**src/rtl/button_step_gen.sv**
```systemverilog
// button_step_gen
//   Turns the raw up/down push-buttons into clean single-cycle step pulses for an
//   up/down stepper (e.g. the colour-index selector). Each button is synchronised
//   and debounced; a press gives one pulse, and holding the button gives
//   auto-repeat pulses after an initial delay.
//
// Ports
//   clk       system clock, all logic on posedge
//   rst_n     synchronous active-low reset
//   btn_up    raw asynchronous up button, active-high
//   btn_down  raw asynchronous down button, active-high
//   up        single-cycle step-up pulse
//   down      single-cycle step-down pulse
//   held      high while a single button is accepted as held (delay/repeat phase)
module button_step_gen #(
    parameter int DEBOUNCE_CYCLES = 100000,
    parameter int REPEAT_DELAY    = 50000000,
    parameter int REPEAT_PERIOD   = 10000000,
    parameter int CNT_W           = 26
) (
    input  logic clk,
    input  logic rst_n,
    input  logic btn_up,
    input  logic btn_down,
    output logic up,
    output logic down,
    output logic held
);

    localparam logic [CNT_W-1:0] DEB_LAST    = CNT_W'(DEBOUNCE_CYCLES - 1);
    localparam logic [CNT_W-1:0] DELAY_LAST  = CNT_W'(REPEAT_DELAY - 1);
    localparam logic [CNT_W-1:0] PERIOD_LAST = CNT_W'(REPEAT_PERIOD - 1);

    // Bit 0 = up button, bit 1 = down button throughout.
    logic [1:0]       raw_btn;
    logic [1:0]       sync1_reg;
    logic [1:0]       sync2_reg;
    logic [1:0]       deb_lvl_reg;
    logic [1:0]       deb_prev_reg;
    logic [1:0]       armed_reg;
    logic [CNT_W-1:0] deb_cnt_reg [2];

    // Shifts in ones after reset; once bit 1 is set, sync2_reg holds a genuine
    // sample of the pin rather than the reset value.
    logic [1:0]       sync_vld_reg;

    assign raw_btn = {btn_down, btn_up};

    always_ff @(posedge clk) begin
        if (!rst_n) begin
            sync_vld_reg <= 2'b00;
        end else begin
            sync_vld_reg <= {sync_vld_reg[0], 1'b1};
        end
    end

    generate
        for (genvar gi = 0; gi < 2; gi++) begin : g_btn
            always_ff @(posedge clk) begin
                if (!rst_n) begin
                    sync1_reg[gi]    <= 1'b0;
                    sync2_reg[gi]    <= 1'b0;
                    deb_lvl_reg[gi]  <= 1'b0;
                    deb_prev_reg[gi] <= 1'b0;
                    armed_reg[gi]    <= 1'b0;
                    deb_cnt_reg[gi]  <= '0;
                end else begin
                    sync1_reg[gi]    <= raw_btn[gi];
                    sync2_reg[gi]    <= sync1_reg[gi];
                    deb_prev_reg[gi] <= deb_lvl_reg[gi];
                    // A button still held across reset must be seen released
                    // before it can be accepted again; until then the
                    // debouncer is parked at level 0.
                    if (!armed_reg[gi]) begin
                        deb_cnt_reg[gi] <= '0;
                        if (sync_vld_reg[1] && !sync2_reg[gi]) begin
                            armed_reg[gi] <= 1'b1;
                        end
                    end else if (sync2_reg[gi] == deb_lvl_reg[gi]) begin
                        deb_cnt_reg[gi] <= '0;
                    end else if (deb_cnt_reg[gi] == DEB_LAST) begin
                        deb_lvl_reg[gi] <= sync2_reg[gi];
                        deb_cnt_reg[gi] <= '0;
                    end else begin
                        deb_cnt_reg[gi] <= deb_cnt_reg[gi] + 1'b1;
                    end
                end
            end
        end
    endgenerate

    typedef enum logic [1:0] {
        ST_IDLE,
        ST_DELAY,
        ST_REPEAT,
        ST_LOCK
    } state_t;

    state_t           state_reg;
    logic             dir_reg;      // 0 = up, 1 = down
    logic [CNT_W-1:0] rcnt_reg;
    logic             up_reg;
    logic             down_reg;
    logic             held_reg;

    logic [1:0] rise;
    logic       dir_lvl;
    logic       opp_lvl;

    assign rise    = deb_lvl_reg & ~deb_prev_reg;
    assign dir_lvl = dir_reg ? deb_lvl_reg[1] : deb_lvl_reg[0];
    assign opp_lvl = dir_reg ? deb_lvl_reg[0] : deb_lvl_reg[1];

    always_ff @(posedge clk) begin
        if (!rst_n) begin
            state_reg <= ST_IDLE;
            dir_reg   <= 1'b0;
            rcnt_reg  <= '0;
            up_reg    <= 1'b0;
            down_reg  <= 1'b0;
            held_reg  <= 1'b0;
        end else begin
            up_reg   <= 1'b0;
            down_reg <= 1'b0;
            case (state_reg)
                ST_IDLE: begin
                    held_reg <= 1'b0;
                    if (deb_lvl_reg[0] && deb_lvl_reg[1]) begin
                        state_reg <= ST_LOCK;
                    end else if (rise[0]) begin
                        up_reg    <= 1'b1;
                        dir_reg   <= 1'b0;
                        rcnt_reg  <= '0;
                        held_reg  <= 1'b1;
                        state_reg <= ST_DELAY;
                    end else if (rise[1]) begin
                        down_reg  <= 1'b1;
                        dir_reg   <= 1'b1;
                        rcnt_reg  <= '0;
                        held_reg  <= 1'b1;
                        state_reg <= ST_DELAY;
                    end
                end
                ST_DELAY, ST_REPEAT: begin
                    // Opposite button wins over a simultaneous release so a
                    // chord always ends in LOCK and waits for both to clear.
                    if (opp_lvl) begin
                        held_reg  <= 1'b0;
                        state_reg <= ST_LOCK;
                    end else if (!dir_lvl) begin
                        held_reg  <= 1'b0;
                        state_reg <= ST_IDLE;
                    end else if (rcnt_reg == ((state_reg == ST_DELAY) ? DELAY_LAST : PERIOD_LAST)) begin
                        up_reg    <= ~dir_reg;
                        down_reg  <= dir_reg;
                        rcnt_reg  <= '0;
                        state_reg <= ST_REPEAT;
                    end else begin
                        rcnt_reg <= rcnt_reg + 1'b1;
                    end
                end
                ST_LOCK: begin
                    held_reg <= 1'b0;
                    if (!deb_lvl_reg[0] && !deb_lvl_reg[1]) begin
                        state_reg <= ST_IDLE;
                    end
                end
                default: begin
                    held_reg  <= 1'b0;
                    state_reg <= ST_IDLE;
                end
            endcase
        end
    end

    assign up   = up_reg;
    assign down = down_reg;
    assign held = held_reg;

endmodule
```
**config.mk**
```make
export PLATFORM = sky130hd
export DESIGN_NAME = button_step_gen
export DESIGN_NICKNAME = d
export VERILOG_FILES = /design/src/rtl/button_step_gen.sv
export SDC_FILE = /design/constraint.sdc
export NUM_CORES = 1
export LEC_CHECK = 0
export BUFFER_PORTS_ARGS = -buffer_cell sky130_fd_sc_hd__buf_2
export CORE_UTILIZATION = 45
export CTS_CLUSTER_DIAMETER = 50
export DETAILED_ROUTE_END_ITERATION = 16
export GPL_TIMING_DRIVEN = 0
export HOLD_SLACK_MARGIN = 0.03
export MAX_ROUTING_LAYER = met4
export PLACE_DENSITY_LB_ADDON = 0.12
export SLEW_MARGIN = 30
export SYNTH_ARGS = -nofsm -noshare
export SYNTH_HDL_FRONTEND = slang
export SYNTH_SLANG_ARGS = --single-unit
```
**constraint.sdc**
```tcl
create_clock -name clk -period 3.4 [get_ports clk]
set_clock_uncertainty 0.15 [all_clocks]
set_input_delay 0.68 -clock clk [delete_from_list [all_inputs] [get_ports clk]]
set_output_delay 0.68 -clock clk [all_outputs]
set_load 0.05 [all_outputs]
```
==> results of run 1 <==
-- cell type report --
cell class / instances / area share
buffer: 19 / 0.01716
clock buffer: 11 / 0.04160
clock inverter: 5 / 0.009436
inverter: 15 / 0.009650
multi-input combinational: 445 / 0.4684
sequential: 96 / 0.4186
tap: 140 / 0.03002
timing repair buffer: 6 / 0.005147
-- metrics by stage --
stage / utilization / instance area [um2]
after floorplan: - / 5331
after global placement: 0.5041 / 5537
after detailed placement: 0.5041 / 5537
after CTS: 0.5312 / 5834
after global routing: 0.5312 / 5834
final: 0.5312 / 5834
-- layout by cell type (no fill, tap or decap), types with 11 or more instances in the layout --
master and instances:
nor2_1 80, edfxtp_1 52, conb_1 52, xor2_1 47, dfxtp_1 44, nand2_1 33, nand3_1 31, nand4_1 30
xnor2_1 19, a21oi_1 16, inv_1 15, and4_1 14, and2_1 11, clkbuf_1 11
-- logic make-up (layout without fill, tap and decap cells) --
family / count (synthesis) / in the layout / synth area share
flip-flops: 96 / 96 / 0.4752
other: 1 / 52 / 0.0007296
adder cells (fa/ha/maj): 8 / 8 / 0.01947
AND/OR/NAND/NOR: 272 / 272 / 0.2926
XOR/XNOR: 66 / 66 / 0.1125
multiplexers: 7 / 7 / 0.01412
AO/OA/AOI/OAI: 40 / 40 / 0.05502
buffers and inverters: 34 / 56 / 0.03043
-- cell usage after synthesis, types with 2 or more instances --
library cell  count
nor4_1            9
nand4b_1          4
clkbuf_1         10
or2_2             2
buf_2             2
nand3b_1          2
nand2b_1          3
or4_1             4
or3_1             8
a21boi_0          2
dfxtp_1          44
nor2_1           80
and4bb_2          2
nor4bb_1          4
ha_1              8
and4_1           14
nand2_1          33
nor4_2            2
nand4_2           2
a21oi_1          16
nor4b_1           3
nor3_1           10
xor2_1           47
nand3_1          31
a32oi_1           2
inv_1            15
mux2i_1           5
buf_4             7
and2_1           11
nand4_1          30
and3_1           10
o21ai_0           8
mux2_2            2
xnor2_1          19
edfxtp_1         52
-- power by group --
part | total (W) | internal, W | switching, W
clock network | 0.00103 | 0.000589 | 0.000437
registers | 0.00131 | 0.00126 | 0.0000489
logic | 0.000475 | 0.000161 | 0.000314
-- worst min path at each step --
stage,from,to,slack (ps)
floorplan,sync1_reg[0],sync2_reg[0],260
global placement,sync_vld_reg[0],sync_vld_reg[1],270
detailed placement,sync_vld_reg[0],sync_vld_reg[1],270
CTS,rst_n,sync_vld_reg[0],280
global route,rst_n,sync_vld_reg[0],290
finish,sync_vld_reg[0],sync_vld_reg[1],280
-- critical path: cells and delay by family (launching register included) --
family / cells / cell delay [ps]
and+or+nand+nor: 3 / 1100
adders and majority gates: 1 / 310
DFF: 1 / 420
AOI/OAI and AO/OA: 2 / 320
buffers and inverters: 2 / 350
-- routing by layer --
metal | part of all wire | vias up | track usage
met2 | 0.49 | 29 | 0.3217
met4 | 0.022 | 0 | 0.09653
met5 | 0 | - | -
li1 | - | 1975 | -
met1 | 0.47 | 1841 | 0.2305
met3 | 0.023 | 11 | 0.03288
==> results.toml, run 1 <==
[global_routing]
grt_util_all_layers = 0.1954
first_global_vias = 3805
grt_max_degree = 16
grt_overflow_total = 0
antenna_found_initial = 0
grt_pass1_wl_um = 17320

[cts]
clock_latency_ps = 350
clkTransAtPathRegs_ps = 70
tritoncts = "yes"
clk_path_buf_depth = 2
cts_resized = 0
htreeDepth = 3
cts_sinks = 96
cts_root_buffer = "clkbuf_16"
postCtsSetupRepairBufs = 0
hold_buffers = 0
cts_buffers = 9

[detailed_routing]
dr_total_vias = 3856
via_per_inst = 5.232
drt_iter0_drc = 196
drc = 0
wl_per_cell_um = 13.49
routed_wl_um = 9943
ant_nets = 0
drtPass1Iterations = 4

[sta]
rsz0062_at_grt = "no"
slew_violations = 0
setup_viol = 0
fmax_ghz = 0.3669
setup_slack_ps = 674.3
setup_tns_ps = 0
timing.hold.ws_ps = 284.2
period_needed_ps = 2726
hold_violations = 0
slew_headroom = 0.5109
tightest_slew_ps = 727.6
period_share = 0.8017

[placement]
gp_congestion = 0.8373
hpwl_um = 7257
place_inst = 721
pre_cts_slack_ps = 767.8
numPortBuffers = 6

[yosys]
yosysWarnings = 0
synth_top_area_cell = "edfxtp_1"
synthFlopType = "edfxtp_1"
async_flop_share = 0
syn_avg_cell_area_um2 = 9.809
synth_top_area_share = 0.3038
ys_top_cells_by_area = "edfxtp_1 (30%), dfxtp_1 (17%), xor2_1 (8.0%)"
synth-seq-cells = 96
seq_area_frac_synth = 0.4752
synth_edf_count = 52
ys_types = 56
syn_inst = 524
syn_area_um2 = 5140

[critical_path]
endpoint_kind = "register"
cp-endpoint = "rcnt_reg[25]"
critical-path-max-stage-delay_ps = 440
r2r_start = "state_reg[0]"
cp_cell_sequence = "inv_1 > ha_1 > buf_2 > o211ai_1 > nor2_1 > nand4_1 > or3_1 > a21oi_1"
r2r_end = "rcnt_reg[25]"
startpoint_type = "register"
ff2ff_setup_slack_ps = 670
cp.arrival_ps = 2850
cp_max_fo = 10
worst_path_max_delay_cell = "or3_1"
critPathKind = "register to register"
crit_required_ps = 3530
reg2reg_depth = 8
crit_start = "state_reg[0]"

[min_path]
hold_path_depth = 1
hp-class = "register to register"

[floorplanning]
rows = 38
die_h_um = 108.9
die_w_um = 108.9
dieArea_um2 = 11850
core-area_um2 = 10980
io-pin-count = 7
start_util = 0.4680

[finish]
largest_register_ffs = 52
drive_gt1_frac = 0.07873
instances_no_fill = 737
multi_input_area_um2 = 2733
area_growth_pct = 13.51
n_antenna_cell = 0
regArea_um2 = 2442
nNetsFinal = 604
nFillCells = 1008

[power_and_ir_drop]
ir_worst_vdd_mv = 0.2607
powerDensity_nw_per_um2 = 482.4
leakagePower_nw = 2.025
finalPower_w = 0.002814

[status]
outcome = "finished, final reports clean"

[run]
maxCapViolCount = 0
No activity file was read; power rests on OpenSTA's default activity.
==> run 2, diff against run 1 <==
==> constraint.sdc (replaced) <==
create_clock -name clk -period 2.5 [get_ports clk]
set_clock_uncertainty 0.15 [all_clocks]
set_input_delay 0.5 -clock clk [delete_from_list [all_inputs] [get_ports clk]]
set_output_delay 0.5 -clock clk [all_outputs]
set_load 0.05 [all_outputs]
==> run 2 against run 1 <==
  * Clock-buffer cell count unchanged
  * Via count rose by 1.2%
  * Combinational power rose by 42%
  * Wire length up 2.1%
  * Fmax is 13% higher
  * First-iteration DRC count rose by 12%
  * Worst setup slack lost 590 ps
  * Worst hold slack worse by 170 ps
  * Sequential power up 37%
  * Power grew 37%
  * Flip-flop and latch count unchanged
  * Die area unchanged
  * Critical path type unchanged
==> results.toml, run 2 (same netlist as run 1, synthesis figures left out) <==
[sta]
tightest_slew_ps = 727.4
fmax_ghz = 0.4146
setup_tns_ps = 0
slew_violations = 0
hold_violations = 0
timing.hold.ws_ps = 114.7
period_share = 0.9649
slew_headroom = 0.5111
setup_viol = 0
period_needed_ps = 2412

[finish]
utilization = 0.5412
n_antenna_cell = 0
nNetsFinal = 610
design_area_um2 = 5944
drive_gt1_frac = 0.1012
area_growth_pct = 15.65
final_common_cell = "nor2_1"
final_cell_mix = "nor2_1 (79), edfxtp_1 (52), conb_1 (52), xor2_1 (47), dfxtp_1 (43)"
largest_register_ffs = 52

[detailed_routing]
drtPass1Iterations = 4
wl_per_cell_um = 13.66
drc = 0
drt_iter0_drc = 219
routed_wl_um = 10150
via_per_inst = 5.253
ant_nets = 0
dr_total_vias = 3903

[critical_path]
cp_max_fo = 10
crit_required_ps = 2450
cp.arrival_ps = 2360
endpoint_kind = "register"
startpoint_type = "register"
reg2reg_depth = 5
r2r_start = "deb_cnt_reg[0][5]"
cp-endpoint = "deb_cnt_reg[0][15]"
ff2ff_setup_slack_ps = 90
crit_start = "deb_cnt_reg[0][5]"
r2r_end = "deb_cnt_reg[0][15]"
critPathKind = "register to register"

[floorplanning]
core-area_um2 = 10980
die_h_um = 108.9
io-pin-count = 7
rows = 38
dieArea_um2 = 11850
die_w_um = 108.9
start_util = 0.4680

[global_routing]
antenna_found_initial = 0
first_global_vias = 3823
grt_pass1_wl_um = 17430
grt_max_degree = 16
grt_overflow_total = 0
grt_util_all_layers = 0.1967

[cts]
clk_path_buf_depth = 2
clkTransAtPathRegs_ps = 70
tritoncts = "yes"
clock_latency_ps = 350
cts_sinks = 96
cts_buffers = 9
htreeDepth = 3
cts_root_buffer = "clkbuf_16"

[status]
outcome = "finished, final reports clean"

[placement]
hpwl_um = 7257
gp_congestion = 0.8373
numPortBuffers = 6
placed_cell_area_um2 = 5537

[power_and_ir_drop]
powerDensity_nw_per_um2 = 648.3
leakagePower_nw = 2.077
ir_worst_vdd_mv = 0.3580

[run]
maxCapViolCount = 0

[min_path]
hp-class = "primary input to register"
-- run 2: changes by cell type in the layout (fill, tap and decap cells not counted), sizes merged --
cell and delta:
buf +7, clkbuf -1
-- run 2: repair_timing --
item                       4_1_cts  5_1_grt
gates resized for setup          4       10
hold buffers                     0        0
setup endpoints to repair       43       65
pin swaps                        2        5
buffers inserted                 3        4
hold endpoints to repair         0        0
-- run 2: cell type report --
cell class | count | area [um2]
plain buffers | 18 | 105.1
clock buffers | 11 | 242.7
clock inverters | 5 | 55.05
fillers | 1000 | 5039
inverters | 15 | 56.30
multi-input cells | 445 | 2784
flip-flops and latches | 96 | 2444
well taps | 140 | 175.2
repair buffers | 13 | 82.58
-- run 2: worst min-delay path by stage --
stage / startpoint / endpoint / cells after the start
2_1_floorplan: sync1_reg[0] / sync2_reg[0] / 1
3_3_place_gp: sync_vld_reg[0] / sync_vld_reg[1] / 1
3_5_place_dp: sync_vld_reg[0] / sync_vld_reg[1] / 1
4_1_cts: rst_n / sync_vld_reg[0] / 1
5_1_grt: rst_n / sync_vld_reg[0] / 1
6_report: rst_n / sync_vld_reg[0] / 1
-- run 2: per-stage QoR --
| stage | power, W | std cells | worst slack, ps |
|---|---|---|---|
| floorplan | 0.002299 | 575 | 276.4 |
| global placement | 0.002449 | 721 | -57.27 |
| detailed placement | 0.002466 | 721 | -132.2 |
| CTS | 0.003886 | 739 | 16.86 |
| global route | 0.004030 | 743 | -17.75 |
| finish | 0.003854 | 743 | 87.80 |
-- run 2: per-layer routing --
layer / wire length (um) / track usage / share of wire
met1: 4756 / 0.2339 / 0.47
met2: 5035 / 0.3221 / 0.50
met3: 267 / 0.03288 / 0.026
met4: 92 / 0.09653 / 0.0091
met5: 0 / - / 0
-- run 2: critical path: stages (launching register included) --
cell      delay, ps
edfxtp_1        460
or4_1           550
or4_1           560
nand4_4         190
buf_4           190
nor2_1           60
-- run 2: power breakdown --
part | leakage, nW | switching (W) | internal, W
Sequential | 0.894 | 0.0000670 | 0.00172
Combinational | 1.04 | 0.000434 | 0.000242
Clock | 0.144 | 0.000589 | 0.000801
Total | 2.08 | 0.00109 | 0.00276
==> run 3, diff against run 2 <==
--- a/config.mk
+++ b/config.mk
@@ -5,6 +5,7 @@
 export SDC_FILE = /design/constraint.sdc
 export NUM_CORES = 1
 export LEC_CHECK = 0
+export ABC_AREA = 1
 export BUFFER_PORTS_ARGS = -buffer_cell sky130_fd_sc_hd__buf_2
 export CORE_UTILIZATION = 45
 export CTS_CLUSTER_DIAMETER = 50
==> run 3 against run 2 <==
  * Worst hold slack better by 56 ps
  * Highest routed layer unchanged
  * Die area up 13%
  * Combinational power up 4.9%
  * Clock-buffer cell count shrank 1
  * Largest power group unchanged
  * Register-to-register slack better by 97 ps
  * Critical path depth up 4
  * Sequential power hardly changed
==> results.toml, run 3 <==
[global_routing]
antenna_found_initial = 0
first_global_vias = 4602
grt_util_all_layers = 0.2109
grt_overflow_total = 0
grt_pass1_wl_um = 21150
grt_max_degree = 18

[sta]
timing.hold.ws_ps = 170.7
period_needed_ps = 2315
setup_tns_ps = 0
period_share = 0.9259
fmax_ghz = 0.4320
tightest_slew_ps = 514.2
slew_violations = 0
setup_viol = 0
hold_violations = 0
slew_headroom = 0.6572

[critical_path]
endpoint_kind = "register"
ff2ff_setup_slack_ps = 190
r2r_start = "deb_cnt_reg[1][0]"
reg2reg_depth = 9
r2r_end = "deb_cnt_reg[1][24]"
critPathKind = "register to register"
cp.arrival_ps = 2270
crit_required_ps = 2460
startpoint_type = "register"
cp_max_fo = 10

[floorplanning]
start_util = 0.4615
core-area_um2 = 12570
dieArea_um2 = 13350
die_h_um = 115.5
io-pin-count = 7
die_w_um = 115.5
rows = 41

[power_and_ir_drop]
comb_power_share = 0.183
p_int_w = 0.002705
power_switching_w = 0.001175
power_frac_seq = 0.458
ir_worst_vdd_mv = 0.2747
leakagePower_nw = 2.649
p_sw_frac = 0.3029
powerDensity_nw_per_um2 = 591.9
pwr-share-clk = 0.360

[detailed_routing]
ant_nets = 0
routed_wl_um = 12670
wl_per_cell_um = 12.34
drc = 0
drt_iter0_drc = 323
drtPass1Iterations = 5
dr_total_vias = 5056
via_per_inst = 4.923

[cts]
clk_path_buf_depth = 2
cts_root_buffer = "clkbuf_16"
cts_buffers = 9
clkTransAtPathRegs_ps = 70
tritoncts = "yes"
cts_sinks = 96
clock_latency_ps = 350
hold_buffers = 0
htreeDepth = 3

[yosys]
ys_top_cells_by_area = "edfxtp_1 (27%), dfxtp_1 (15%), nand2_1 (13%)"
synth-seq-cells = 96
synth_xor_area_frac = 0.03171
synthFlopType = "edfxtp_1"
synth-compound-area-share = 0.05846
synth_top_area_cell = "edfxtp_1"
syn_area_um2 = 5801
synth_top_family_by_area = "simple AND/OR/NAND/NOR gates"
synth_edf_count = 52
ys_types = 41
async_flop_share = 0
seq_area_frac_synth = 0.4211
synth_top_area_share = 0.2692
yosys.area_share.simple = 0.3747
synth.most_common_cell = "nand2_1"
yosys-top-cells-count = "nand2_1 (198), inv_1 (108), nor2_1 (105)"
synth-adder-area-share = 0.01726
muxShareOfSynthArea = 0
syn_inst = 782
syn_avg_cell_area_um2 = 7.418
yosysWarnings = 0

[min_path]
hold_end = "sync1_reg[0]"
hp-class = "primary input to register"
hp-start = "btn_up"
hold_path_depth = 3

[finish]
largest_register_ffs = 52
n_antenna_cell = 0
area_growth_pct = 13.01
nNetsFinal = 862
instances_no_fill = 1027
drive_gt1_frac = 0.1053
utilization = 0.5216
final_common_cell = "nand2_1"
nFillCells = 1275
final_cell_mix = "nand2_1 (198), inv_1 (108), nor2_1 (105), edfxtp_1 (52), conb_1 (52)"

[placement]
gp_congestion = 0.8952
place_inst = 1011
hpwl_um = 9659
numPortBuffers = 6

[run]
maxCapViolCount = 0

[status]
outcome = "finished, final reports clean"
run 3: timing repair:
action,4_1_cts,5_1_grt
pin swaps,0,0
buffers inserted,0,0
gates resized for setup,1,3
setup endpoints to repair,12,36
run 3: how the worst max path moves through the flow:
stage	end	start	slack, ps
after detailed placement	deb_cnt_reg[1][20]	deb_cnt_reg[1][0]	0.3
after global routing	deb_cnt_reg[1][10]	deb_cnt_reg[1][0]	-20
after global placement	deb_cnt_reg[1][7]	deb_cnt_reg[1][0]	10
after floorplan	rcnt_reg[23]	state_reg[0]	520
final	deb_cnt_reg[1][24]	deb_cnt_reg[1][0]	190
after CTS	deb_cnt_reg[1][24]	deb_cnt_reg[1][0]	50
run 3: area by class of cell:
| class | count | area, um2 | share of cell area |
|---|---|---|---|
| Multi-Input combinational cell | 612 | 3015 | 0.4600 |
| Sequential cell | 96 | 2442 | 0.3726 |
| Inverter | 110 | 412.9 | 0.06299 |
| Clock buffer | 10 | 250.2 | 0.03818 |
| Tap cell | 172 | 215.2 | 0.03283 |
| Buffer | 15 | 145.1 | 0.02214 |
| Clock inverter | 6 | 43.79 | 0.006681 |
| Timing Repair Buffer | 6 | 30.03 | 0.004581 |
run 3: worst max-delay path, cell delays in order (launching register included):
cell and delay, ps:
edfxtp_1 430, ha_1 240, nand2_1 130, inv_1 100
nand2_1 130, nor3_2 260, nand3_2 180, nand4_4 210
buf_6 180, a21oi_1 50
run 3: cell families (layout without fill, tap and decap cells):
family / count (synthesis) / count (layout)
buffers and inverters: 125 / 147
XOR/XNOR: 21 / 21
AO/OA/AOI/OAI: 65 / 65
other: 1 / 52
AND/OR/NAND/NOR: 466 / 466
adder cells (fa/ha/maj): 8 / 8
flip-flops: 96 / 96
run 3: stage by stage:
step / setup slack, ps / cell area [um2] / power [W]
5_1_grt: -22.29 / 6555 / 0.004071
3_3_place_gp: 13.43 / 6237 / 0.002506
4_1_cts: 49.89 / 6540 / 0.003909
2_1_floorplan: 517.3 / 5992 / 0.002345
3_5_place_dp: 0.3242 / 6237 / 0.002512
6_report: 185.2 / 6555 / 0.003880
run 3: routing by layer:
metal,vias up,global-route usage,share of wire
met4,0,0.1048,0.028
met2,109,0.3257,0.46
met5,-,-,0
met1,2301,0.2673,0.48
met3,25,0.03504,0.033
li1,2621,-,-
run 3: power groups by stage:
stage                     registers, W  logic [W]  clock network [W]
after global routing           0.00179   0.000788            0.00150
after floorplan                0.00179   0.000551                  0
final                          0.00178   0.000709            0.00140
after global placement         0.00181   0.000697                  0
after CTS                      0.00178   0.000703            0.00143
after detailed placement       0.00181   0.000701                  0
